### config.mk
export PLATFORM = sky130hd
export DESIGN_NAME = pattern_generator_flat
export DESIGN_NICKNAME = d
export VERILOG_FILES = /design/src/rtl/pattern_generator_if.sv /design/src/rtl/pattern_generator.sv /design/src/flat_wrapper.sv
export SDC_FILE = /design/constraint.sdc
export NUM_CORES = 1
export LEC_CHECK = 0
export ABC_AREA = 1
export CAP_MARGIN = 20
export CORE_MARGIN = 5
export CORE_UTILIZATION = 37
export DETAILED_ROUTE_END_ITERATION = 8
export PLACE_DENSITY = 0.71
export SLEW_MARGIN = 20
export SYNTH_ARGS = -nofsm -noshare
export SYNTH_HDL_FRONTEND = slang
export SYNTH_SLANG_ARGS = --single-unit
### constraint.sdc
create_clock -name clk -period 1.6 [get_ports clk]
set_clock_uncertainty 0.05 [all_clocks]
set_input_delay 0.16 -clock clk [delete_from_list [all_inputs] [get_ports clk]]
set_output_delay 0.16 -clock clk [all_outputs]
set_load 0.02 [all_outputs]
### src/rtl/pattern_generator_if.sv
// Bus bundle for the serial pattern generator: request/control inputs
// and the registered serial-stream outputs.
interface pattern_generator_if #(
    parameter int WIDTH = 8
);
    localparam int LEN_W = $clog2(WIDTH + 1);

    logic             start;
    logic [WIDTH-1:0] pat;
    logic [LEN_W-1:0] len;
    logic [3:0]       reps;
    logic             abort;
    logic             nwbit;
    logic             valid;
    logic             busy;
    logic             done;

    // Requester side: drives the request, observes the stream.
    modport master (
        output start, pat, len, reps, abort,
        input  nwbit, valid, busy, done
    );

    // Generator side: samples the request, drives the stream.
    modport slave (
        input  start, pat, len, reps, abort,
        output nwbit, valid, busy, done
    );
endinterface

### src/rtl/pattern_generator.sv
// Serial pattern generator: shifts out bits len-1..0 of a captured pattern,
// MSB first, for a programmable number of repetitions (0 = endless), with
// GAP idle cycles between repetitions. All outputs are registered.
module pattern_generator #(
    parameter int WIDTH = 8,
    parameter int GAP   = 1
) (
    input logic                  clk,
    input logic                  rst_n,
    pattern_generator_if.slave   bus
);
    localparam int LEN_W = $clog2(WIDTH + 1);
    localparam int GAP_W = (GAP > 1) ? $clog2(GAP) : 1;

    localparam logic [LEN_W-1:0] LEN_ZERO = {LEN_W{1'b0}};
    localparam logic [LEN_W-1:0] LEN_ONE  = LEN_W'(1);
    localparam logic [LEN_W-1:0] LEN_MAX  = LEN_W'(WIDTH);
    localparam logic [GAP_W-1:0] GAP_LAST = GAP_W'((GAP > 0) ? (GAP - 1) : 0);

    typedef enum logic [1:0] {
        ST_IDLE  = 2'd0,
        ST_SHIFT = 2'd1,
        ST_GAP   = 2'd2
    } state_t;

    // Pick one bit of a pattern by a len-sized index without an
    // over-wide bit select.
    function automatic logic get_bit(input logic [WIDTH-1:0] v,
                                     input logic [LEN_W-1:0] idx);
        logic b;
        b = 1'b0;
        for (int i = 0; i < WIDTH; i++) begin
            if (idx == LEN_W'(i)) begin
                b = v[i];
            end else begin
                b = b;
            end
        end
        return b;
    endfunction

    state_t           state_r, state_s;
    logic [WIDTH-1:0] pat_r, pat_s;
    logic [LEN_W-1:0] len_r, len_s;
    logic [3:0]       reps_r, reps_s;
    logic             cont_r, cont_s;
    logic [LEN_W-1:0] idx_r, idx_s;
    logic [GAP_W-1:0] gap_r, gap_s;
    logic             nwbit_r, nwbit_s;
    logic             valid_r, valid_s;
    logic             busy_r, busy_s;
    logic             done_r, done_s;
    logic             len_ok_s;
    logic             last_rep_s;

    // Request is only legal when the requested length is 1..WIDTH.
    assign len_ok_s = (bus.len != LEN_ZERO) && (bus.len <= LEN_MAX);

    // Current repetition is the final one (reps counts remaining, incl. current).
    assign last_rep_s = !cont_r && (reps_r <= 4'd1);

    // Next-state, capture and output computation for the three-state FSM.
    always_comb begin
        state_s = state_r;
        pat_s   = pat_r;
        len_s   = len_r;
        reps_s  = reps_r;
        cont_s  = cont_r;
        idx_s   = idx_r;
        gap_s   = gap_r;
        nwbit_s = 1'b0;
        valid_s = 1'b0;
        busy_s  = 1'b0;
        done_s  = 1'b0;

        case (state_r)
            ST_IDLE: begin
                if (bus.start && !bus.abort && len_ok_s) begin
                    state_s = ST_SHIFT;
                    pat_s   = bus.pat;
                    len_s   = bus.len;
                    reps_s  = bus.reps;
                    cont_s  = (bus.reps == 4'd0);
                    idx_s   = bus.len - LEN_ONE;
                    gap_s   = GAP_LAST;
                    nwbit_s = get_bit(bus.pat, bus.len - LEN_ONE);
                    valid_s = 1'b1;
                    busy_s  = 1'b1;
                end else begin
                    state_s = ST_IDLE;
                end
            end

            ST_SHIFT: begin
                if (bus.abort) begin
                    state_s = ST_IDLE;
                end else if (idx_r != LEN_ZERO) begin
                    idx_s   = idx_r - LEN_ONE;
                    nwbit_s = get_bit(pat_r, idx_r - LEN_ONE);
                    valid_s = 1'b1;
                    busy_s  = 1'b1;
                end else if (last_rep_s) begin
                    state_s = ST_IDLE;
                    done_s  = 1'b1;
                end else begin
                    // Endless mode never decrements, so the count cannot wrap.
                    reps_s = cont_r ? reps_r : (reps_r - 4'd1);
                    busy_s = 1'b1;
                    if (GAP > 0) begin
                        state_s = ST_GAP;
                        gap_s   = GAP_LAST;
                    end else begin
                        idx_s   = len_r - LEN_ONE;
                        nwbit_s = get_bit(pat_r, len_r - LEN_ONE);
                        valid_s = 1'b1;
                    end
                end
            end

            ST_GAP: begin
                if (bus.abort) begin
                    state_s = ST_IDLE;
                end else if (gap_r == {GAP_W{1'b0}}) begin
                    state_s = ST_SHIFT;
                    idx_s   = len_r - LEN_ONE;
                    nwbit_s = get_bit(pat_r, len_r - LEN_ONE);
                    valid_s = 1'b1;
                    busy_s  = 1'b1;
                end else begin
                    gap_s  = gap_r - GAP_W'(1);
                    busy_s = 1'b1;
                end
            end

            default: begin
                state_s = ST_IDLE;
                pat_s   = {WIDTH{1'b0}};
                len_s   = LEN_ZERO;
                reps_s  = 4'd0;
                cont_s  = 1'b0;
                idx_s   = LEN_ZERO;
                gap_s   = {GAP_W{1'b0}};
            end
        endcase
    end

    // State, capture, counter and output registers with async clear.
    always_ff @(posedge clk or negedge rst_n) begin
        if (!rst_n) begin
            state_r <= ST_IDLE;
            pat_r   <= {WIDTH{1'b0}};
            len_r   <= LEN_ZERO;
            reps_r  <= 4'd0;
            cont_r  <= 1'b0;
            idx_r   <= LEN_ZERO;
            gap_r   <= {GAP_W{1'b0}};
            nwbit_r <= 1'b0;
            valid_r <= 1'b0;
            busy_r  <= 1'b0;
            done_r  <= 1'b0;
        end else begin
            state_r <= state_s;
            pat_r   <= pat_s;
            len_r   <= len_s;
            reps_r  <= reps_s;
            cont_r  <= cont_s;
            idx_r   <= idx_s;
            gap_r   <= gap_s;
            nwbit_r <= nwbit_s;
            valid_r <= valid_s;
            busy_r  <= busy_s;
            done_r  <= done_s;
        end
    end

    assign bus.nwbit = nwbit_r;
    assign bus.valid = valid_r;
    assign bus.busy  = busy_r;
    assign bus.done  = done_r;

endmodule

### src/flat_wrapper.sv
// flat-port wrapper written by rule: the top's interface ports become plain ports
module pattern_generator_flat 
#(
    parameter int WIDTH = 8,
    parameter int GAP   = 1
)
  (clk, rst_n, bus_start, bus_pat, bus_len, bus_reps, bus_abort, bus_nwbit, bus_valid, bus_busy, bus_done);
  pattern_generator_if #(.WIDTH(WIDTH)) bus_i ();
  input logic clk;
  input logic rst_n;
  input wire logic [$bits(bus_i.start)-1:0] bus_start;
  input wire logic [$bits(bus_i.pat)-1:0] bus_pat;
  input wire logic [$bits(bus_i.len)-1:0] bus_len;
  input wire logic [$bits(bus_i.reps)-1:0] bus_reps;
  input wire logic [$bits(bus_i.abort)-1:0] bus_abort;
  output wire logic [$bits(bus_i.nwbit)-1:0] bus_nwbit;
  output wire logic [$bits(bus_i.valid)-1:0] bus_valid;
  output wire logic [$bits(bus_i.busy)-1:0] bus_busy;
  output wire logic [$bits(bus_i.done)-1:0] bus_done;
  assign bus_i.start = bus_start;
  assign bus_i.pat = bus_pat;
  assign bus_i.len = bus_len;
  assign bus_i.reps = bus_reps;
  assign bus_i.abort = bus_abort;
  assign bus_nwbit = bus_i.nwbit;
  assign bus_valid = bus_i.valid;
  assign bus_busy = bus_i.busy;
  assign bus_done = bus_i.done;
  pattern_generator #(.WIDTH(WIDTH), .GAP(GAP)) u_core (.clk(clk), .rst_n(rst_n), .bus(bus_i));
endmodule
Word level (Yosys, flattened, before mapping)

Index checks and enable logic that the tools add are counted.

Register bits: 28
Input port bits: 20
Output and inout port bits: 4
Word-level logic and storage cells: 149

$add $sub $neg: 5
Order comparisons: 2
Eq/ne operators: 33
Multiplexer cells: 77
Bitwise operators: 2
Reduce and logical (&&, ||, !) cells: 19

Operator list:

| kind                                                                             | number |
|---|---|
| 1-bit two-way mux                                                                | 50 |
| 4-bit by 3-bit == test with 1-bit output, second input constant                  | 12 |
| 4-bit two-way mux                                                                | 11 |
| 4-bit by 2-bit == test with 1-bit output, second input constant                  | 6 |
| 4-bit case mux with 3 select lines                                               | 2 |
| 4-bit logical NOT                                                                | 4 |
| 8-bit case mux with 2 select lines                                               | 1 |
| 4-bit by 1-bit subtractor with 4-bit output, second input constant               | 4 |
| 4-bit by 1-bit == test with 1-bit output, second input constant                  | 3 |
| 2-bit inequality test, second input constant                                     | 6 |
| 1-bit case mux with 3 select lines                                               | 4 |
| 2-bit two-way mux                                                                | 5 |
| 5-bit AND reduction                                                              | 2 |
| 8-bit two-way mux                                                                | 1 |
| 4-bit case mux with 2 select lines                                               | 1 |
| 4-bit nonzero test                                                               | 2 |
| 3-bit inequality test, second input constant                                     | 2 |
| 2-bit case mux with 3 select lines                                               | 1 |
| 6-bit AND reduction                                                              | 1 |
| 4-bit by 1-bit less-or-equal comparator with 1-bit output, second input constant | 1 |
| 4-bit less-or-equal comparator, second input constant                            | 1 |
| 1-bit logical AND                                                                | 4 |
| 2-bit by 1-bit inequality test with 1-bit output, second input constant          | 2 |
| 2-bit AND reduction                                                              | 2 |
| 8 further kinds                                                                  | 10 |

Logic depth before layout (Yosys ltp)

Gate-level depths: netlist of the first run.

Depth after elaboration: 13
Depth in mapped cells: 12

Worst setup path before layout of the first run

OpenSTA, ideal clock, no wires.

Path kind: register to register
Start: register u_core.state_r[1]
End: register u_core.nwbit_r (netlist: u_core.bus.nwbit)
Library setup time: 71 ps
Data arrival time: 1,380 ps
Required time: 1,479 ps
Slack: 99 ps
Cell stages (with the launch flop): 12
Buffers on the path: 1
Clock period less this slack: 1,501 ps
Path through: dfrtp_1 > inv_1 > ha_1 > buf_4 > inv_1 > nor2_1 > nand3_1 > nor2_1 > nand3_1 > nand2_1 > nor2_1 > nor2_1

Longest elaborated chain between the ends: 2
Elaborated cells between the ends (all ways): 4
Classes of those cells: eq/ne: 2; mux: 1; reduce/logical: 1

RTL lines:

| element                                | line                     | RTL |
|---|---|---|
| start: declaration                     | pattern_generator.sv:42  | `state_t state_r, state_s;` |
| start signal: assignment               | pattern_generator.sv:162 | `state_r <= state_s;` |
| 2-bit == test (tied with other cells)  | pattern_generator.sv:76  | `case (state_r)` |
| 1-bit case mux with 3 select lines (*) | pattern_generator.sv:76  |  |
| named net u_core.nwbit_s               | pattern_generator.sv:49  | `logic nwbit_r, nwbit_s;` |
| end signal: assignment                 | pattern_generator.sv:169 | `nwbit_r <= nwbit_s;` |
| end: declaration                       | pattern_generator.sv:49  |  |

Mark *: on every way through the listed nets, which the timed path passes. The rest lies on a longest branch.
A chain may end at the register's enable or synchronous reset.

Worst setup path after layout of the first run

Start: register u_core.reps_r[1]
End: register u_core.reps_r[1]

Longest elaborated chain between the ends: 6
Elaborated cells between the ends (all ways): 10
Classes of those cells: add/sub: 1; order compare: 1; eq/ne: 1; mux: 5; reduce/logical: 2

RTL lines:

| element                                     | line                     | RTL |
|---|---|---|
| start: declaration                          | pattern_generator.sv:45  | `logic [3:0] reps_r, reps_s;` |
| start signal: assignment                    | pattern_generator.sv:165 | `reps_r <= reps_s;` |
| 4-bit by 1-bit subtractor with 4-bit output | pattern_generator.sv:107 | `reps_s = cont_r ? reps_r : (reps_r - 4'd1);` |
| 4-bit two-way mux                           | pattern_generator.sv:107 |  |
| 4-bit two-way mux                           | pattern_generator.sv:102 | `end else if (last_rep_s) begin` |
| 4-bit two-way mux                           | pattern_generator.sv:97  | `end else if (idx_r != LEN_ZERO) begin` |
| 4-bit two-way mux                           | pattern_generator.sv:95  | `if (bus.abort) begin` |
| 4-bit case mux with 3 select lines          | pattern_generator.sv:76  |  |

Several ways; a longest one is shown, not always the timed one. The select of a mux whose other input is x is not followed.

==> report_table.html, run 1 <==
<table>
<tr><th>Metric</th><th>Value</th></tr>
<tr><th colspan="2">Routing</th></tr>
<tr><td>Total via count after detailed routing</td><td>2,028</td></tr>
<tr><td>DRT iter0 DRCs</td><td>around 120</td></tr>
<tr><td>Final ANT Viol Nets</td><td>0</td></tr>
<tr><td>Via-per-instance ratio</td><td>approximately 5</td></tr>
<tr><td>Wirelength per Cell</td><td>around 12 um</td></tr>
<tr><td>Total wire length after detailed routing</td><td>roughly 5000 um</td></tr>
<tr><td>DRC Markers</td><td>0</td></tr>
<tr><td>First-pass iteration count of the detailed router</td><td>5</td></tr>
<tr><th colspan="2">STA</th></tr>
<tr><td>Shortest period the worst path allows</td><td>around 1.7 ns</td></tr>
<tr><td>Actual slew at the worst max-slew pin</td><td>about 0.48 ns</td></tr>
<tr><td>Final number of max-transition violations</td><td>0</td></tr>
<tr><td>Final setup fails</td><td>4</td></tr>
<tr><td>Crit path setup slack, layout</td><td>-0.0651 ns</td></tr>
<tr><td>Final-layout setup total negative slack</td><td>-0.195 ns</td></tr>
<tr><td>Unrepaired setup endpoints after global routing</td><td>true</td></tr>
<tr><td>Final worst hold slack</td><td>between 0.15 and 0.2 ns</td></tr>
<tr><td>Achievable Freq</td><td>roughly 600 MHz</td></tr>
<tr><td>Hold Vio Cnt, Final</td><td>0</td></tr>
<tr><td>Worst slew slack as a fraction of its limit</td><td>0.678</td></tr>
<tr><td>Share of the cycle needed by the critical path after routing</td><td>1.04</td></tr>
<tr><th colspan="2">Yosys</th></tr>
<tr><td>Mapped cell area</td><td>1970 um^2</td></tr>
<tr><td>YS warnings</td><td>0</td></tr>
<tr><td>Proportion of synthesized flip-flops having asynchronous set or reset</td><td>1.00</td></tr>
<tr><td>Cells taking the most area after synthesis</td><td>sky130_fd_sc_hd__dfrtp_1 34%, sky130_fd_sc_hd__nand2_1 13%, sky130_fd_sc_hd__ha_1 11%</td></tr>
<tr><td>Synth area leader</td><td>sky130_fd_sc_hd__dfrtp_1</td></tr>
<tr><td>Largest family of logic cells by synthesized area</td><td>simple AND/OR/NAND/NOR gates</td></tr>
<tr><td>Most used DFF post-synth</td><td>sky130_fd_sc_hd__dfrtp_1</td></tr>
<tr><td>Synth Area per Inst</td><td>between 7 and 8 um^2</td></tr>
<tr><td>Synthesis-stage register bit count</td><td>27</td></tr>
<tr><td>Gate Count Post-Synth</td><td>between 200 and 300</td></tr>
<tr><td>Library cell with the highest instance count after synthesis</td><td>sky130_fd_sc_hd__nand2_1</td></tr>
<tr><td>Post-synthesis adder-cell area fraction</td><td>0.114</td></tr>
<tr><td>Cell types with the highest counts after synthesis</td><td>70 x sky130_fd_sc_hd__nand2_1, 46 x sky130_fd_sc_hd__inv_1, 27 x sky130_fd_sc_hd__dfrtp_1</td></tr>
<tr><td>EDFF count, synth</td><td>0</td></tr>
<tr><td>Number of distinct standard cells referenced by the synthesized netlist</td><td>25</td></tr>
<tr><td>Post-Synth Simple-Gate Area</td><td>0.270</td></tr>
<tr><td>Xor/xnor share of the synthesized area</td><td>0.00444</td></tr>
<tr><td>Share of the yosys chip area belonging to registers</td><td>0.342</td></tr>
<tr><td>Share of the synthesized area in the top cell type</td><td>0.342</td></tr>
<tr><td>Synthesized-area fraction occupied by ao, oa, aoi and oai cells</td><td>0.151</td></tr>
<tr><td>Total nets after synthesis</td><td>316</td></tr>
<tr><td>Proportion of synthesized area in mux cells</td><td>0</td></tr>
<tr><th colspan="2">Global route</th></tr>
<tr><td>Busiest layer in global routing</td><td>met2</td></tr>
<tr><td>Total global-route track usage</td><td>0.142</td></tr>
<tr><td>Via count of the first global-routing pass</td><td>1,845</td></tr>
<tr><td>Maximum number of pins on one net before global-route repair</td><td>28</td></tr>
<tr><td>Met3 usage</td><td>0.0158</td></tr>
<tr><td>First-pass GRT wire length</td><td>8340 um</td></tr>
<tr><td>Residual overflow from global routing</td><td>0</td></tr>
<tr><td>Met2 Use GR</td><td>0.234</td></tr>
<tr><td>Antenna violations before repair</td><td>0</td></tr>
<tr><td>M1 GR Usage</td><td>0.198</td></tr>
<tr><th colspan="2">Clock network</th></tr>
<tr><td>Clock net sink count</td><td>27</td></tr>
<tr><td>Clock transition at path regs</td><td>roughly 0.1 ns</td></tr>
<tr><td>Clock Tree Root</td><td>sky130_fd_sc_hd__clkbuf_8</td></tr>
<tr><td>Post-CTS Hold Fix Bufs</td><td>0</td></tr>
<tr><td>Clock tree from TritonCTS</td><td>yes</td></tr>
<tr><td>Buffer depth of the longest clock path</td><td>2</td></tr>
<tr><td>Clock insertion delay at the later pin of the skew report</td><td>between 0.2 and 0.3 ns</td></tr>
<tr><td>Maximum level of the CTS H-tree</td><td>1</td></tr>
<tr><td>Clock buffers created by TritonCTS</td><td>3</td></tr>
<tr><th colspan="2">Setup path</th></tr>
<tr><td>Crit path cell chain</td><td>inv_2 -&gt; ha_4 -&gt; o211ai_1 -&gt; o211ai_1 -&gt; inv_2 -&gt; nand3_2 -&gt; nand2_2</td></tr>
<tr><td>Kind of cell adding the most delay to the critical path</td><td>compound AO/OA/AOI/OAI gates</td></tr>
<tr><td>Worst path arrival time</td><td>1.79 ns</td></tr>
<tr><td>Library cell contributing the largest single delay on the critical path</td><td>sky130_fd_sc_hd__o211ai_1</td></tr>
<tr><td>Required time of the worst setup path</td><td>1.72 ns</td></tr>
<tr><td>Number of buffers and inverters on the critical path</td><td>2</td></tr>
<tr><td>Crit. End Element</td><td>flop</td></tr>
<tr><td>Max FO, Critical Path</td><td>5</td></tr>
<tr><td>Category of the worst setup path launch point</td><td>flop</td></tr>
<tr><td>Critical path type</td><td>flop to flop</td></tr>
<tr><td>Peak per-stage delay on the critical path</td><td>~0.43 ns</td></tr>
<tr><th colspan="2">Layout</th></tr>
<tr><td>Area Overhead vs Synth</td><td>39.3%</td></tr>
<tr><td>Fillers</td><td>approximately 480</td></tr>
<tr><td>Fraction of layout cells with a size suffix above 1</td><td>0.258</td></tr>
<tr><td>Post-route cell area</td><td>2750 um^2</td></tr>
<tr><td>Antenna diodes</td><td>0</td></tr>
<tr><td>Net count, final</td><td>between 300 and 400</td></tr>
<tr><th colspan="2">Run</th></tr>
<tr><td>Max-Cap Viols</td><td>0</td></tr>
<tr><th colspan="2">Die</th></tr>
<tr><td>Initial core utilization</td><td>0.384</td></tr>
<tr><td>Top-level port count</td><td>24</td></tr>
<tr><td>Core area</td><td>just over 5000 um^2</td></tr>
<tr><td>Std-Cell Rows</td><td>26</td></tr>
<tr><td>Area enclosed by the die boundary</td><td>around 7000 um^2</td></tr>
<tr><td>Die H</td><td>a little over 80 um</td></tr>
<tr><td>Die Wd</td><td>83.1 um</td></tr>
<tr><th colspan="2">Place</th></tr>
<tr><td>Hpwl dp</td><td>~4000 um</td></tr>
<tr><td>RD Place Congestion</td><td>about 0.83</td></tr>
<tr><td>Setup slack at placement</td><td>-0.361 ns</td></tr>
<tr><td>Placement Cell Area</td><td>roughly 2500 um^2</td></tr>
<tr><td>Input/output buffers</td><td>23</td></tr>
<tr><th colspan="2">Power</th></tr>
<tr><td>Power density cells</td><td>roughly 1400 nW/um^2</td></tr>
<tr><td>Leak pwr</td><td>1.35 nW</td></tr>
<tr><td>Post-layout power</td><td>approximately 3.7 mW</td></tr>
<tr><td>Worst voltage drop across the vdd grid</td><td>~0.45 mV</td></tr>
<tr><th colspan="2">Run status</th></tr>
<tr><td>Status</td><td>finished, violations left</td></tr>
<tr><td>Failing checks</td><td>setup timing</td></tr>
<tr><th colspan="2">Hold path</th></tr>
<tr><td>Type of the tightest min-delay check</td><td>input port to asynchronous set/reset pin</td></tr>
</table>
## metal layers
metal | part of all wire | up-vias
li1 | - | 1017
met1 | 0.45 | 936
met2 | 0.48 | 68
met3 | 0.055 | 7
met4 | 0.011 | 0
met5 | 0 | -
## cell type report
class	instances	area [um^2]	area share
Inverter	49	194	0.0705
Timing Repair Buffer	60	518	0.188
Sequential cell	27	677	0.246
Clock inverter	1	5.00	0.00182
Tap cell	70	87.6	0.0318
Multi-Input combinational cell	197	1230	0.446
Clock buffer	3	41.3	0.0150
## flip-flops by register name, summed over array words and instances, names as in the netlist
| name | cells |
|---|---|
| u_core.cont_r | 1 |
| u_core.pat_r | 8 |
| u_core.bus.valid | 1 |
| u_core.bus.busy | 1 |
| u_core.state_r | 2 |
| u_core.bus.done | 1 |
| u_core.reps_r | 4 |
| u_core.idx_r | 4 |
| u_core.bus.nwbit | 1 |
| u_core.len_r | 4 |
## report_power, final
group / switching, mW / internal, mW
logic: 1.20 / 1.01
registers: 0.202 / 0.916
clock network: 0.213 / 0.175
## worst register-to-register path, cell delays in order, from the launching register on
cell                       delay (ns)
sky130_fd_sc_hd__dfrtp_1         0.40
sky130_fd_sc_hd__inv_2           0.11
sky130_fd_sc_hd__ha_4            0.15
sky130_fd_sc_hd__o211ai_1        0.10
sky130_fd_sc_hd__o211ai_1        0.43
sky130_fd_sc_hd__inv_2           0.15
sky130_fd_sc_hd__nand3_2         0.12
sky130_fd_sc_hd__nand2_2         0.05
## cell usage in the layout, fill, tap and decap left out, types with 2 or more instances in the layout
cell type / n
sky130_fd_sc_hd__a21oi_1: 11
sky130_fd_sc_hd__dfrtp_1: 26
sky130_fd_sc_hd__o211ai_1: 2
sky130_fd_sc_hd__nand3_1: 18
sky130_fd_sc_hd__clkbuf_8: 3
sky130_fd_sc_hd__nand3_2: 6
sky130_fd_sc_hd__ha_1: 8
sky130_fd_sc_hd__inv_4: 2
sky130_fd_sc_hd__buf_4: 35
sky130_fd_sc_hd__o21ai_0: 16
sky130_fd_sc_hd__nor2_2: 4
sky130_fd_sc_hd__clkdlybuf4s50_1: 22
sky130_fd_sc_hd__inv_1: 35
sky130_fd_sc_hd__ha_4: 8
sky130_fd_sc_hd__nor4_1: 2
sky130_fd_sc_hd__buf_6: 2
sky130_fd_sc_hd__nand2_1: 67
sky130_fd_sc_hd__nor2_1: 14
sky130_fd_sc_hd__ha_2: 2
sky130_fd_sc_hd__o21ai_1: 15
sky130_fd_sc_hd__nand2_2: 6
sky130_fd_sc_hd__o22ai_1: 11
sky130_fd_sc_hd__inv_2: 11
## cell families after synthesis
family	count (synthesis)
and+or+nand+nor	122
AOI/OAI and AO/OA	56
buffers and inverters	54
DFF	27
adders and majority gates	18
xor gates and xnor gates	1
## repair_timing
item / 4_1_cts / 5_1_grt
endpoints found under the hold margin: 0 / 0
pin swaps: 3 / 14
endpoints found under the setup margin: 16 / 25
gates resized for setup: 12 / 45
setup buffers: 3 / 4
## final timing paths
| check | cells after the start | to | from | slack (ns) |
|---|---|---|---|---|
| max | 7 | u_core.reps_r[1] | u_core.reps_r[1] | -0.07 |
| min | 2 | u_core.pat_r[0] | rst_n | 0.20 |
| max reg2reg | 7 | u_core.reps_r[1] | u_core.reps_r[1] | -0.07 |
| min reg2reg | 2 | u_core.idx_r[3] | u_core.idx_r[3] | 0.49 |
| max in group asynchronous | 2 | u_core.state_r[0] | rst_n | 1.03 |
| min in group clk | 4 | u_core.len_r[0] | bus_len[0] | 0.37 |
## stage by stage
step / utilization / std cells
detailed placement: 0.482 / 396
global route: 0.535 / 407
CTS: 0.501 / 403
global placement: 0.482 / 396
finish: 0.535 / 407
floorplan: - / 278
No activity file was read; power rests on OpenSTA's default activity.
==> run 2, diff against run 1 <==
--- a/config.mk
+++ b/config.mk
@@ -7,9 +7,12 @@
 export LEC_CHECK = 0
 export ABC_AREA = 1
 export CAP_MARGIN = 20
+export CORE_ASPECT_RATIO = 0.9
 export CORE_MARGIN = 5
 export CORE_UTILIZATION = 37
 export DETAILED_ROUTE_END_ITERATION = 8
+export GPL_TIMING_DRIVEN = 0
+export HOLD_SLACK_MARGIN = 0.1
 export PLACE_DENSITY = 0.71
 export SLEW_MARGIN = 20
 export SYNTH_ARGS = -nofsm -noshare
==> report_table.html, run 2 (same netlist as run 1, synthesis figures left out) <==
<table>
<tr><th>Metric</th><th>Value</th></tr>
<tr><th colspan="2">Power</th></tr>
<tr><td>Worst voltage drop across the vdd grid</td><td>0.499 mV (+9.8%)</td></tr>
<tr><td>Part of the total power dissipated in sequential elements</td><td>0.303 (+0.003)</td></tr>
<tr><td>Net switching power of the design</td><td>1.65 mW (+2.0%)</td></tr>
<tr><td>Internal</td><td>2.05 mW (-2.3%)</td></tr>
<tr><td>Power density cells</td><td>1360 nW/um^2 (+0.48%)</td></tr>
<tr><td>Post-layout power</td><td>3.71 mW (-0.44%)</td></tr>
<tr><td>Leak pwr</td><td>1.33 nW (-2.0%)</td></tr>
<tr><td>Power share of the clock group</td><td>0.109 (+0.005)</td></tr>
<tr><td>Relative contribution of combinational cells to total power</td><td>0.588 (-0.008)</td></tr>
<tr><td>Proportion of total power due to net switching</td><td>0.446 (+0.0106)</td></tr>
<tr><th colspan="2">STA</th></tr>
<tr><td>Worst slew slack as a fraction of its limit</td><td>0.587 (-0.0910)</td></tr>
<tr><td>Unrepaired setup endpoints after global routing</td><td>true</td></tr>
<tr><td>Actual slew at the worst max-slew pin</td><td>0.619 ns (+0.139 ns)</td></tr>
<tr><td>Crit path setup slack, layout</td><td>-0.111 ns (-0.0458 ns)</td></tr>
<tr><td>Share of the cycle needed by the critical path after routing</td><td>1.07 (+0.0286)</td></tr>
<tr><td>Shortest period the worst path allows</td><td>1.71 ns (+0.0458 ns)</td></tr>
<tr><td>Hold Vio Cnt, Final</td><td>0 (unchanged)</td></tr>
<tr><td>Final setup fails</td><td>17 (+13)</td></tr>
<tr><td>Achievable Freq</td><td>584 MHz (-2.7%)</td></tr>
<tr><td>Final number of max-transition violations</td><td>0 (unchanged)</td></tr>
<tr><th colspan="2">Routing</th></tr>
<tr><td>Final ANT Viol Nets</td><td>0 (unchanged)</td></tr>
<tr><td>DRC Markers</td><td>0 (unchanged)</td></tr>
<tr><td>Total via count after detailed routing</td><td>1,954 (-3.6%)</td></tr>
<tr><td>First-pass iteration count of the detailed router</td><td>4 (-1)</td></tr>
<tr><td>Total wire length after detailed routing</td><td>5280 um (+4.0%)</td></tr>
<tr><td>Wirelength per Cell</td><td>13.4 um (+7.5%)</td></tr>
<tr><td>DRT iter0 DRCs</td><td>135 (+13%)</td></tr>
<tr><td>Via-per-instance ratio</td><td>4.96 (-0.47%)</td></tr>
<tr><th colspan="2">Hold path</th></tr>
<tr><td>Type of the tightest min-delay check</td><td>input port to flop</td></tr>
<tr><td>Worst hold endpoint</td><td>u_core.len_r[2]</td></tr>
<tr><td>Min-delay src</td><td>bus_len[2]</td></tr>
<tr><td>Instance count along the most critical hold path</td><td>3</td></tr>
<tr><th colspan="2">Clock network</th></tr>
<tr><td>Clock net sink count</td><td>27 (unchanged)</td></tr>
<tr><td>Clock tree from TritonCTS</td><td>yes</td></tr>
<tr><td>Clock transition at path regs</td><td>0.10 ns (about the same)</td></tr>
<tr><td>Maximum level of the CTS H-tree</td><td>1 (unchanged)</td></tr>
<tr><td>Clock insertion delay at the later pin of the skew report</td><td>0.28 ns (about the same)</td></tr>
<tr><td>Buffer depth of the longest clock path</td><td>2 (unchanged)</td></tr>
<tr><td>Clock Tree Root</td><td>sky130_fd_sc_hd__clkbuf_8</td></tr>
<tr><td>Clock buffers created by TritonCTS</td><td>3 (unchanged)</td></tr>
<tr><th colspan="2">Global route</th></tr>
<tr><td>Antenna violations before repair</td><td>0 (unchanged)</td></tr>
<tr><td>Maximum number of pins on one net before global-route repair</td><td>28 (unchanged)</td></tr>
<tr><td>First-pass GRT wire length</td><td>8070 um (-3.3%)</td></tr>
<tr><td>Residual overflow from global routing</td><td>0 (unchanged)</td></tr>
<tr><td>Via count of the first global-routing pass</td><td>1,766 (-4.3%)</td></tr>
<tr><td>Total global-route track usage</td><td>0.148 (+0.00555)</td></tr>
<tr><th colspan="2">Setup path</th></tr>
<tr><td>Worst path arrival time</td><td>1.86 ns (+0.07 ns)</td></tr>
<tr><td>Max FO, Critical Path</td><td>5 (unchanged)</td></tr>
<tr><td>Crit. End Element</td><td>flop</td></tr>
<tr><td>Depth of the worst register-to-register path</td><td>9 (+2)</td></tr>
<tr><td>Startpoint of the worst-slack reg-to-reg timing path</td><td>u_core.state_r[1]</td></tr>
<tr><td>Critical register-to-register path endpoint</td><td>u_core.len_r[1]</td></tr>
<tr><td>Required time of the worst setup path</td><td>1.75 ns (+0.03 ns)</td></tr>
<tr><td>Critical path type</td><td>flop to flop</td></tr>
<tr><td>Setup slack on the worst flop-to-flop path</td><td>-0.11 ns (-0.05 ns)</td></tr>
<tr><td>Category of the worst setup path launch point</td><td>flop</td></tr>
<tr><th colspan="2">Die</th></tr>
<tr><td>Die Wd</td><td>87 um (+4.8%)</td></tr>
<tr><td>Initial core utilization</td><td>0.378 (-0.00616)</td></tr>
<tr><td>Area enclosed by the die boundary</td><td>6900 um^2 (about the same)</td></tr>
<tr><td>Std-Cell Rows</td><td>25 (-3.8%)</td></tr>
<tr><td>Die H</td><td>79.3 um (-4.5%)</td></tr>
<tr><td>Core area</td><td>5220 um^2 (+1.6%)</td></tr>
<tr><td>Top-level port count</td><td>24 (unchanged)</td></tr>
<tr><th colspan="2">Place</th></tr>
<tr><td>RD Place Congestion</td><td>0.815 (-2.3%)</td></tr>
<tr><td>Placement Cell Area</td><td>2270 um^2 (-8.1%)</td></tr>
<tr><td>Hpwl dp</td><td>3620 um (-8.6%)</td></tr>
<tr><td>Input/output buffers</td><td>22 (-4.3%)</td></tr>
<tr><th colspan="2">Layout</th></tr>
<tr><td>Most frequent cells in the layout</td><td>69 x sky130_fd_sc_hd__nand2_1, 36 x sky130_fd_sc_hd__inv_1, 26 x sky130_fd_sc_hd__dfrtp_1</td></tr>
<tr><td>Net count, final</td><td>366 (-2.7%)</td></tr>
<tr><td>Max reg flops</td><td>8 (unchanged)</td></tr>
<tr><td>Post-route cell area</td><td>2730 um^2 (-0.91%)</td></tr>
<tr><td>Most common cell after layout, fill and taps aside</td><td>sky130_fd_sc_hd__nand2_1</td></tr>
<tr><td>Fraction of layout cells with a size suffix above 1</td><td>0.260 (+0.00178)</td></tr>
<tr><td>Area Overhead vs Synth</td><td>38.0%</td></tr>
<tr><td>Antenna diodes</td><td>0 (unchanged)</td></tr>
<tr><td>Largest register by flop count</td><td>u_core.pat_r</td></tr>
<tr><th colspan="2">Run</th></tr>
<tr><td>Max-Cap Viols</td><td>0 (unchanged)</td></tr>
<tr><th colspan="2">Run status</th></tr>
<tr><td>Failing checks</td><td>setup timing</td></tr>
<tr><td>Status</td><td>finished, violations left</td></tr>
</table>
-- run 2: cell types whose count changed in the layout (fill, tap and decap cells not counted), sizes merged --
cell	change
clkinvlp	+1
dlygate4sd2	+2
clkbuf	+1
inv	-1
clkdlybuf4s50	-4
dlygate4sd3	+1
buf	-9
clkinv	-1
-- run 2: area by class of cell --
class                           instances  area, um^2
Clock buffer                            4        45.0
Multi-Input combinational cell        197        1260
Fill cell                             476        2500
Sequential cell                        27         677
Tap cell                               67        83.8
Buffer                                  4        48.8
Timing Repair Buffer                   46         413
Inverter                               49         195
-- run 2: per-stage QoR --
stage | hold WS, ns | cells | utilization | setup WS (ns) | setup TNS, ns
6_report | 0.133 | 394 | 0.522 | -0.111 | -1.29
5_1_grt | 0.137 | 394 | 0.522 | -0.182 | -2.78
4_1_cts | 0.133 | 382 | 0.469 | -0.0681 | -0.398
3_5_place_dp | 0.151 | 367 | 0.435 | -0.520 | -11.66
3_3_place_gp | 0.418 | 367 | 0.436 | -0.472 | -13.22
2_1_floorplan | -0.186 | 278 | - | 0.0990 | 0
-- run 2: timing repair --
action	CTS	global route
cloned	0	1
buffers inserted	10	13
hold endpoints to repair	27	0
hold buffers	1	0
gates resized for setup	17	56
pin swaps	6	20
endpoints found under the setup margin	25	23
-- run 2: worst max path at each step --
stage,from,endpoint,cells after the start
finish,u_core.state_r[1],u_core.len_r[1],9
global placement,bus_len[0],u_core.idx_r[1],11
CTS,u_core.state_r[1],u_core.reps_r[1],8
detailed placement,bus_len[0],u_core.idx_r[2],11
floorplan,u_core.state_r[1],u_core.bus.nwbit,11
global route,u_core.state_r[1],u_core.reps_r[0],7
-- run 2: power groups by stage --
stage,clock [mW],sequential [mW],combinational (mW)
floorplan,0,1.09,1.15
global placement,0,1.12,1.50
detailed placement,0,1.13,1.54
CTS,0.406,1.11,1.74
global route,0.431,1.16,2.43
finish,0.405,1.12,2.18
-- run 2: worst max-delay path: stages (launching register included) --
cell and delay [ns]:
sky130_fd_sc_hd__dfrtp_1 0.42, sky130_fd_sc_hd__inv_2 0.10, sky130_fd_sc_hd__buf_6 0.11, sky130_fd_sc_hd__buf_6 0.09, sky130_fd_sc_hd__ha_4 0.11, sky130_fd_sc_hd__buf_6 0.12, sky130_fd_sc_hd__nand4_4 0.10, sky130_fd_sc_hd__or2_4 0.28
sky130_fd_sc_hd__buf_6 0.14, sky130_fd_sc_hd__o22ai_2 0.10
-- run 2: layer usage --
metal / track usage / wire, um / vias up
li1: - / - / 994
met1: 0.204 / 2490 / 906
met2: 0.236 / 2500 / 48
met3: 0.0207 / 233 / 6
met4: 0.0483 / 60 / 0
met5: 0 / 0 / -
